File: config.mk
export PLATFORM = sky130hd
export DESIGN_NAME = logic_reduce_pipe_flat
export DESIGN_NICKNAME = d
export VERILOG_FILES = /design/src/rtl/logic_reduce_pipe_if.sv /design/src/rtl/logic_reduce_pipe.sv /design/src/flat_wrapper.sv
export SDC_FILE = /design/constraint.sdc
export NUM_CORES = 1
export LEC_CHECK = 0
export CELL_PAD_IN_SITES_DETAIL_PLACEMENT = 0
export CELL_PAD_IN_SITES_GLOBAL_PLACEMENT = 1
export CORE_MARGIN = 1
export CORE_UTILIZATION = 29
export CTS_BUF_LIST = sky130_fd_sc_hd__clkbuf_4 sky130_fd_sc_hd__clkbuf_8
export DETAILED_ROUTE_END_ITERATION = 8
export HOLD_SLACK_MARGIN = 0.05
export PLACE_DENSITY_LB_ADDON = 0.1
export SETUP_SLACK_MARGIN = 0.02
export SLEW_MARGIN = 20
export SYNTH_ARGS = -nofsm -noshare
export SYNTH_HDL_FRONTEND = slang
export SYNTH_SLANG_ARGS = --single-unit
File: constraint.sdc
create_clock -name clk -period 1.4 [get_ports clk]
set_input_delay 0.14 -clock clk [delete_from_list [all_inputs] [get_ports clk]]
set_output_delay 0.14 -clock clk [all_outputs]
set_load 0.02 [all_outputs]
File: src/rtl/logic_reduce_pipe_if.sv
// Valid/ready token bus for logic_reduce_pipe: operand side and result side.
interface logic_reduce_pipe_if #(
    parameter int unsigned WIDTH    = 8,
    parameter int unsigned CHANNELS = 2
);
    logic                      in_valid;
    logic                      in_ready;
    logic [1:0]                in_op;
    logic [WIDTH*CHANNELS-1:0] in_data;
    logic                      out_valid;
    logic                      out_ready;
    logic [CHANNELS-1:0]       out_y;

    // Producer of operands and consumer of results.
    modport master (
        output in_valid, in_op, in_data, out_ready,
        input  in_ready, out_valid, out_y
    );

    // The reduction pipeline itself.
    modport slave (
        input  in_valid, in_op, in_data, out_ready,
        output in_ready, out_valid, out_y
    );
endinterface

File: src/rtl/logic_reduce_pipe.sv
// Pipelined per-lane logic reduction (AND/OR/XOR/NAND) over a registered
// binary tree, one combine level per stage, with global-stall valid/ready.
// Optional statistics counters: define LOGIC_REDUCE_STATS_EN.
module logic_reduce_pipe #(
    parameter int unsigned WIDTH    = 8,
    parameter int unsigned CHANNELS = 2
) (
    input  logic                clk,
    input  logic                rst_n,
    logic_reduce_pipe_if.slave  bus
`ifdef LOGIC_REDUCE_STATS_EN
    ,
    output logic [15:0]         acc_cnt,
    output logic [15:0]         emit_cnt,
    output logic [15:0]         ones_cnt
`endif
);

    localparam int unsigned LAT    = $clog2(WIDTH) + 1;
    localparam int unsigned LEVELS = LAT - 1;

    localparam logic [1:0] OP_AND  = 2'd0;
    localparam logic [1:0] OP_OR   = 2'd1;
    localparam logic [1:0] OP_XOR  = 2'd2;
    localparam logic [1:0] OP_NAND = 2'd3;

    // Pairwise combine; NAND shares the AND tree and is inverted at the end.
    function automatic logic combine(input logic [1:0] op, input logic a, input logic b);
        logic r;
        r = a & b;
        case (op)
            OP_AND, OP_NAND: r = a & b;
            OP_OR:           r = a | b;
            OP_XOR:          r = a ^ b;
        endcase
        return r;
    endfunction

    logic             en;
    logic [LAT-1:0]   vld_q;
    logic [1:0]       op_q [LEVELS];

    // Whole pipeline freezes only when a result is held for the consumer.
    assign en           = !(bus.out_valid && !bus.out_ready);
    assign bus.in_ready = en;
    assign bus.out_valid = vld_q[LAT-1];

    // Valid and op shift along with their token; bubbles stay in place.
    always_ff @(posedge clk or negedge rst_n) begin
        if (!rst_n) begin
            vld_q <= '0;
            for (int k = 0; k < int'(LEVELS); k++) begin
                op_q[k] <= '0;
            end
        end else if (en) begin
            vld_q <= {vld_q[LAT-2:0], bus.in_valid};
            if (bus.in_valid) begin
                op_q[0] <= bus.in_op;
            end
            for (int k = 1; k < int'(LEVELS); k++) begin
                op_q[k] <= op_q[k-1];
            end
        end
    end

    // Level k holds ceil(WIDTH / 2^k) partial results per lane.
    for (genvar k = 0; k < int'(LAT); k++) begin : g_lvl
        localparam int unsigned N = (WIDTH + (32'd1 << k) - 32'd1) >> k;
        logic [CHANNELS-1:0][N-1:0] d;

        if (k == 0) begin : g_in
            // Operand capture, only on an accepted token.
            always_ff @(posedge clk or negedge rst_n) begin
                if (!rst_n) begin
                    d <= '0;
                end else if (en && bus.in_valid) begin
                    d <= bus.in_data;
                end
            end
        end else begin : g_tree
            localparam int unsigned NP = (WIDTH + (32'd1 << (k-1)) - 32'd1) >> (k-1);
            logic                       inv;
            logic [CHANNELS-1:0][N-1:0] nxt;

            assign inv = (k == int'(LAT) - 1) && (op_q[k-1] == OP_NAND);

            for (genvar c = 0; c < int'(CHANNELS); c++) begin : g_ch
                for (genvar i = 0; i < int'(N); i++) begin : g_el
                    if (2*i + 1 < int'(NP)) begin : g_pair
                        assign nxt[c][i] = combine(op_q[k-1], g_lvl[k-1].d[c][2*i],
                                                   g_lvl[k-1].d[c][2*i+1]) ^ inv;
                    end else begin : g_pass
                        assign nxt[c][i] = g_lvl[k-1].d[c][2*i] ^ inv;
                    end
                end
            end

            // Tree level register.
            always_ff @(posedge clk or negedge rst_n) begin
                if (!rst_n) begin
                    d <= '0;
                end else if (en) begin
                    d <= nxt;
                end
            end
        end
    end

    for (genvar c = 0; c < int'(CHANNELS); c++) begin : g_out
        assign bus.out_y[c] = g_lvl[LAT-1].d[c][0];
    end

`ifdef LOGIC_REDUCE_STATS_EN
    // Saturating handshake counters.
    always_ff @(posedge clk or negedge rst_n) begin
        if (!rst_n) begin
            acc_cnt  <= '0;
            emit_cnt <= '0;
            ones_cnt <= '0;
        end else begin
            if (bus.in_valid && en && acc_cnt != 16'hFFFF) begin
                acc_cnt <= acc_cnt + 16'd1;
            end
            if (bus.out_valid && bus.out_ready && emit_cnt != 16'hFFFF) begin
                emit_cnt <= emit_cnt + 16'd1;
            end
            if (bus.out_valid && bus.out_ready && (&bus.out_y) && ones_cnt != 16'hFFFF) begin
                ones_cnt <= ones_cnt + 16'd1;
            end
        end
    end
`endif

endmodule

File: src/flat_wrapper.sv
// flat-port wrapper written by rule: the top's interface ports become plain ports
module logic_reduce_pipe_flat 
#(
    parameter int unsigned WIDTH    = 8,
    parameter int unsigned CHANNELS = 2
)
  (clk, rst_n, bus_in_valid, bus_in_op, bus_in_data, bus_out_ready, bus_in_ready, bus_out_valid, bus_out_y);
  logic_reduce_pipe_if #(.WIDTH(WIDTH), .CHANNELS(CHANNELS)) bus_i ();
  input  logic clk;
  input  logic rst_n;
  input wire logic [$bits(bus_i.in_valid)-1:0] bus_in_valid;
  input wire logic [$bits(bus_i.in_op)-1:0] bus_in_op;
  input wire logic [$bits(bus_i.in_data)-1:0] bus_in_data;
  input wire logic [$bits(bus_i.out_ready)-1:0] bus_out_ready;
  output wire logic [$bits(bus_i.in_ready)-1:0] bus_in_ready;
  output wire logic [$bits(bus_i.out_valid)-1:0] bus_out_valid;
  output wire logic [$bits(bus_i.out_y)-1:0] bus_out_y;
  assign bus_i.in_valid = bus_in_valid;
  assign bus_i.in_op = bus_in_op;
  assign bus_i.in_data = bus_in_data;
  assign bus_i.out_ready = bus_out_ready;
  assign bus_in_ready = bus_i.in_ready;
  assign bus_out_valid = bus_i.out_valid;
  assign bus_out_y = bus_i.out_y;
  logic_reduce_pipe #(.WIDTH(WIDTH), .CHANNELS(CHANNELS)) u_core (.clk(clk), .rst_n(rst_n), .bus(bus_i));
endmodule
# After elaboration in Yosys (flattened, before gate mapping)
# Index checks and enable logic that the tools add are counted.
[classes] add_sub_neg=0 multipliers=0 div=0 n_lt_le_gt_ge=0 eq_ne=9 n_shift=0 mux=14 bitwise=45 n_reduce_logical=11
[op_table] cell="1-bit one-hot mux with 3 select lines" count=14
[op_table] cell="1-bit bitwise XOR" count=16
[op_table] cell="1-bit bitwise AND" count=14
[op_table] cell="1-bit bitwise OR" count=14
[op_table] cell="2-bit equality test, second input constant" count=6
[op_table] cell="2-bit by 1-bit equality test with 1-bit output, second input constant" count=3
[op_table] cell="2-bit zero test" count=3
[op_table] cell="2-bit OR reduction" count=3
[op_table] cell="1-bit logical AND" count=2
[op_table] cell="1-bit zero test" count=2
[op_table] cell="2-bit AND reduction" count=1
[op_table] cell="1-bit inverter" count=1
[totals] register_bits=40 latch_bits=0 ram_bits=0 rom_bits=0 output_inout_bits=4 word_cells=91 memories=0

# Longest topological paths before layout
# Gate-level depths: netlist (run 1).
[logic_depth] ltp_word=4 depth_mapped=7 mapped_depth_nobuf=6

# Worst setup path before layout (run 1)
# OpenSTA, ideal clock, no wires.
[synth_path] path_type="register -> register" start="register u_core.vld_q[3]" end="register u_core.g_lvl[0].d[10] (netlist bit)" setup_ns=0.125 arrival_ns=1.330 required_ns=1.275 path_slack_ns=-0.055 path_stages_with_launch=7 path_buffers=2 path_cell_list="dfrtp_1 > nor2b_4 > buf_6 > inv_8 > nand2_8 > buf_8 > mux2_4"
[synth_via] elab_chain_len=3
[synth_lines] element="start: declaration" line="logic_reduce_pipe.sv:40" rtl="logic [LAT-1:0] vld_q;"
[synth_lines] element="start signal: assignment" line="logic_reduce_pipe.sv:56" rtl="vld_q <= {vld_q[LAT-2:0], bus.in_valid};"
[synth_lines] element="1-bit logical AND" line="logic_reduce_pipe.sv:44" rtl="assign en = !(bus.out_valid && !bus.out_ready);"
[synth_lines] element="1-bit zero test" line="logic_reduce_pipe.sv:44"
[synth_lines] element="via bus_in_ready" line="flat_wrapper.sv:15" rtl="output wire logic [$bits(bus_i.in_ready)-1:0] bus_in_ready;"
[synth_lines] element="1-bit logical AND" line="logic_reduce_pipe.sv:76" rtl="end else if (en && bus.in_valid) begin"
[synth_lines] element="end signal: assignment" line="logic_reduce_pipe.sv:77" rtl="d <= bus.in_data;"
[synth_lines] element="end: declaration" line="logic_reduce_pipe.sv:69" rtl="logic [CHANNELS-1:0][N-1:0] d;"
# The timed path passes the listed nets, and every way through them passes these cells.
# A chain may end at the register's enable or synchronous reset.

# Worst setup path after layout (run 1)
[layout_path] start="register u_core.op_q[1] (netlist bit)" end="register u_core.g_lvl[3].d, in the netlist u_core.bus.out_y[1]"
[layout_via] elab_chain_len=4 elab_cells_between_ends=7
[layout_lines] element="start: declaration" line="logic_reduce_pipe.sv:41" rtl="logic [1:0] op_q [LEVELS];"
[layout_lines] element="start signal: indexed assignment" line="logic_reduce_pipe.sv:61" rtl="op_q[k] <= op_q[k-1];"
[layout_lines] element="2-bit equality test / 2-bit zero test (equally long branches)" line="logic_reduce_pipe.sv:31, logic_reduce_pipe.sv:85"
[layout_lines] element="2-bit OR reduction" line="logic_reduce_pipe.sv:31" rtl="case (op)"
[layout_lines] element="1-bit one-hot mux with 3 select lines" line="logic_reduce_pipe.sv:31"
[layout_lines] element="1-bit bitwise XOR *" line="logic_reduce_pipe.sv:91" rtl="g_lvl[k-1].d[c][2*i+1]) ^ inv;"
[layout_lines] element="end signal: assignment" line="logic_reduce_pipe.sv:103" rtl="d <= nxt;"
[layout_lines] element="end: declaration" line="logic_reduce_pipe.sv:69"
# Mark *: on every way between the ends. The rest lies on a longest branch, timed or not.

==> results of run 1 <==
[worst max path at each step]
| stage | cells after the start | end | slack (ns) |
|---|---|---|---|
| after floorplan | 6 | u_core.g_lvl[0].d[10] | -0.02 |
| after global placement | 4 | bus_in_ready | -0.11 |
| after detailed placement | 4 | bus_in_ready | -0.12 |
| after CTS | 3 | bus_in_ready | 0.02 |
| after global routing | 6 | u_core.bus.out_y[0] | -0.006 |
| final | 5 | u_core.bus.out_y[1] | 0.12 |
[per-stage QoR]
step                area, µm²   TNS [ns]  total power, µW  std cells
finish                   3014          0             5183        380
global route             3014  -0.006482             5755        380
CTS                      2914          0             5006        377
detailed placement       2824     -1.502             4252        369
global placement         2824     -1.105             4222        369
floorplan                2402    -0.1956             3518        242
[layout make-up]
type | instances | area [µm²]
clock buffers | 6 | 76.32
multi-input cells | 158 | 1282
well taps | 102 | 127.6
clock inverters | 1 | 5.005
inverters | 35 | 138.9
flip-flops and latches | 40 | 1002
repair buffers | 38 | 381.6
fillers | 813 | 4833
[placed cells by master (no fill, tap or decap), types with 2 or more instances in the layout]
| cell | n |
|---|---|
| ha_4 | 4 |
| ha_1 | 30 |
| buf_12 | 3 |
| nand2_1 | 36 |
| buf_4 | 8 |
| inv_1 | 32 |
| mux2_2 | 9 |
| inv_2 | 2 |
| a21oi_2 | 6 |
| a21oi_1 | 24 |
| xnor2_1 | 2 |
| mux2_4 | 9 |
| nand2b_1 | 15 |
| clkbuf_8 | 5 |
| dfrtp_1 | 39 |
| o21ai_0 | 15 |
| nor2_1 | 2 |
| clkdlybuf4s50_1 | 20 |
| dlygate4sd2_1 | 2 |
[routing by layer]
metal	up-vias	part of all wire
met5	-	0
met4	0	0.016
met3	7	0.026
met2	19	0.45
met1	695	0.51
li1	841	-
[logic make-up after synthesis]
| family | share of synthesized area |
|---|---|
| xor+xnor | 0.007304 |
| fa+ha+maj | 0.1826 |
| flops | 0.4173 |
| mux | 0.09859 |
| compound gates | 0.09598 |
| simple gates | 0.1179 |
| buf+inv | 0.08033 |
[registers in the layout, indices dropped and copies added (netlist names)]
| name | count |
|---|---|
| u_core.vld_q | 4 |
| u_core.bus.out_y | 2 |
| u_core.g_lvl.d | 28 |
| u_core.op_q | 6 |
[where the power goes]
group          switching (µW)  internal (µW)
clock network             377            358
registers                 285           1570
logic                    1270           1330
total                    1930           3250
[timing repair]
item | 4_1_cts | 5_1_grt
hold endpoints to repair | 14 | 0
setup endpoints to repair | 4 | 13
gates resized for setup | 4 | 20
hold buffers | 1 | 0
pin swaps | 0 | 7
setup buffers | 0 | 3
==> results_dict.tcl, run 1 <==
set metrics [dict create \
    tightest_slew_ns 0.3950 \
    async_flop_share 1.000 \
    cts_tree "yes" \
    crit_fanout 4 \
    clk_pin_slew_ns 0.08 \
    max-vdd-ir-drop_mv 0.4301 \
    r2r_start "u_core.op_q[1]" \
    cts_buffers 5 \
    synth_fp_nets 299 \
    relSlewSlack 0.7366 \
    maxCapViolCount 0 \
    grt_pass1_vias 1577 \
    ys_warn_count 0 \
    drive_above_1_share 0.2050 \
    cp_top_family "flip-flops" \
    hold_class "input port to async pin" \
    yosysMostFrequentCell "dfrtp_1" \
    hpwl_um 2879 \
    dieArea_um2 8639 \
    hold_slack_ns 0.3029 \
    num_vias 1562 \
    ys.flop_type "dfrtp_1" \
    num_io_pins 26 \
    h-tree-depth 2 \
    grt_usage 0.1070 \
    drc 0 \
    grt_max_degree 36 \
    hold_viol_final 0 \
    rsz0062_at_grt "yes" \
    fmax_mhz 778.4 \
    detail_route.first_pass.iterations 4 \
    wl_um 3963 \
    nets 335 \
    die_w_um 92.95 \
    syn-instance-count 242 \
    worstSetupPathType "register to register" \
    wl_per_cell_um 10.43 \
    synth-seq-cells 40 \
    clock_path_buffers 2 \
    synth_common_cells "dfrtp_1, nand2_1, ha_1" \
    start_kind "register" \
    netlist.area_leader.share 0.4173 \
    die-height_um 92.95 \
    crit_start "u_core.op_q[1]" \
    power_density_nw_per_um2 1719 \
    worstPathArrival_ns 1.45 \
    diodes 0 \
    area_growth_pct 25.67 \
    synth_area_leader_cell "dfrtp_1" \
    cp_slowest_cell "dfrtp_1" \
    met1_usage 0.1455 \
    rr_endpoint "u_core.bus.out_y[1]" \
    fin_util 0.3841 \
    dp_worst_setup_slack_ns -0.1213 \
    avgSynthCellArea_um2 9.911 \
    synth_edf_count 0 \
    ant_nets 0 \
    rows 32 \
    outcome "finished clean" \
    met2_usage 0.1648 \
    synth_cell_types 20 \
    first_iter_violations 43 \
    setup_viol 0 \
    root_buffer "clkbuf_8" \
    min_period_ns 1.285 \
    grt_use_met3 0.02217 \
    leakagePower_uw 0.001421 \
    numClockSinks 40 \
    cp_cell_sequence "ha_4 -> nor2b_2 -> a21oi_2 -> xnor2_1 -> a21oi_1" \
    r2r_slack_ns 0.12 \
    io_buffers 25 \
    routed_via_density 4.111 \
    endpoint_kind "register" \
    r2r_cells 5 \
    required_ns 1.57 \
    yosysSeqAreaShare 0.4173 \
    initial_core_util 0.3056 \
    synth_area_um2 2399 \
    grt_pass1_wl_um 7314 \
    critPathMaxStageDelay_ns 0.42 \
    globalplace.congestion 0.6224 \
    top_usage_layer "met2" \
    fin_crit_sh 0.9176 \
    gr-total-overflow 0 \
    worst_slack_ns 0.1153 \
    finalMaxSlewViolations 0 \
    clock_latency_ns 0.29 \
    synthTopCellsByArea "dfrtp_1, ha_1, a21oi_1, mux2_4, nand2_1" \
    core_um2 7848 \
    fin_skew_ns 0.006336 \
    path_buf_inv 0 \
    grt_antenna_before_repair 0 \
]
(Power assumes the default switching activity.)
==> inputs of run 2 (changes only) <==
- SLEW_MARGIN: 20 -> not set
==> results of run 2 <==
Same layout as run 1: the final DEF is identical, and so are final timing and power.
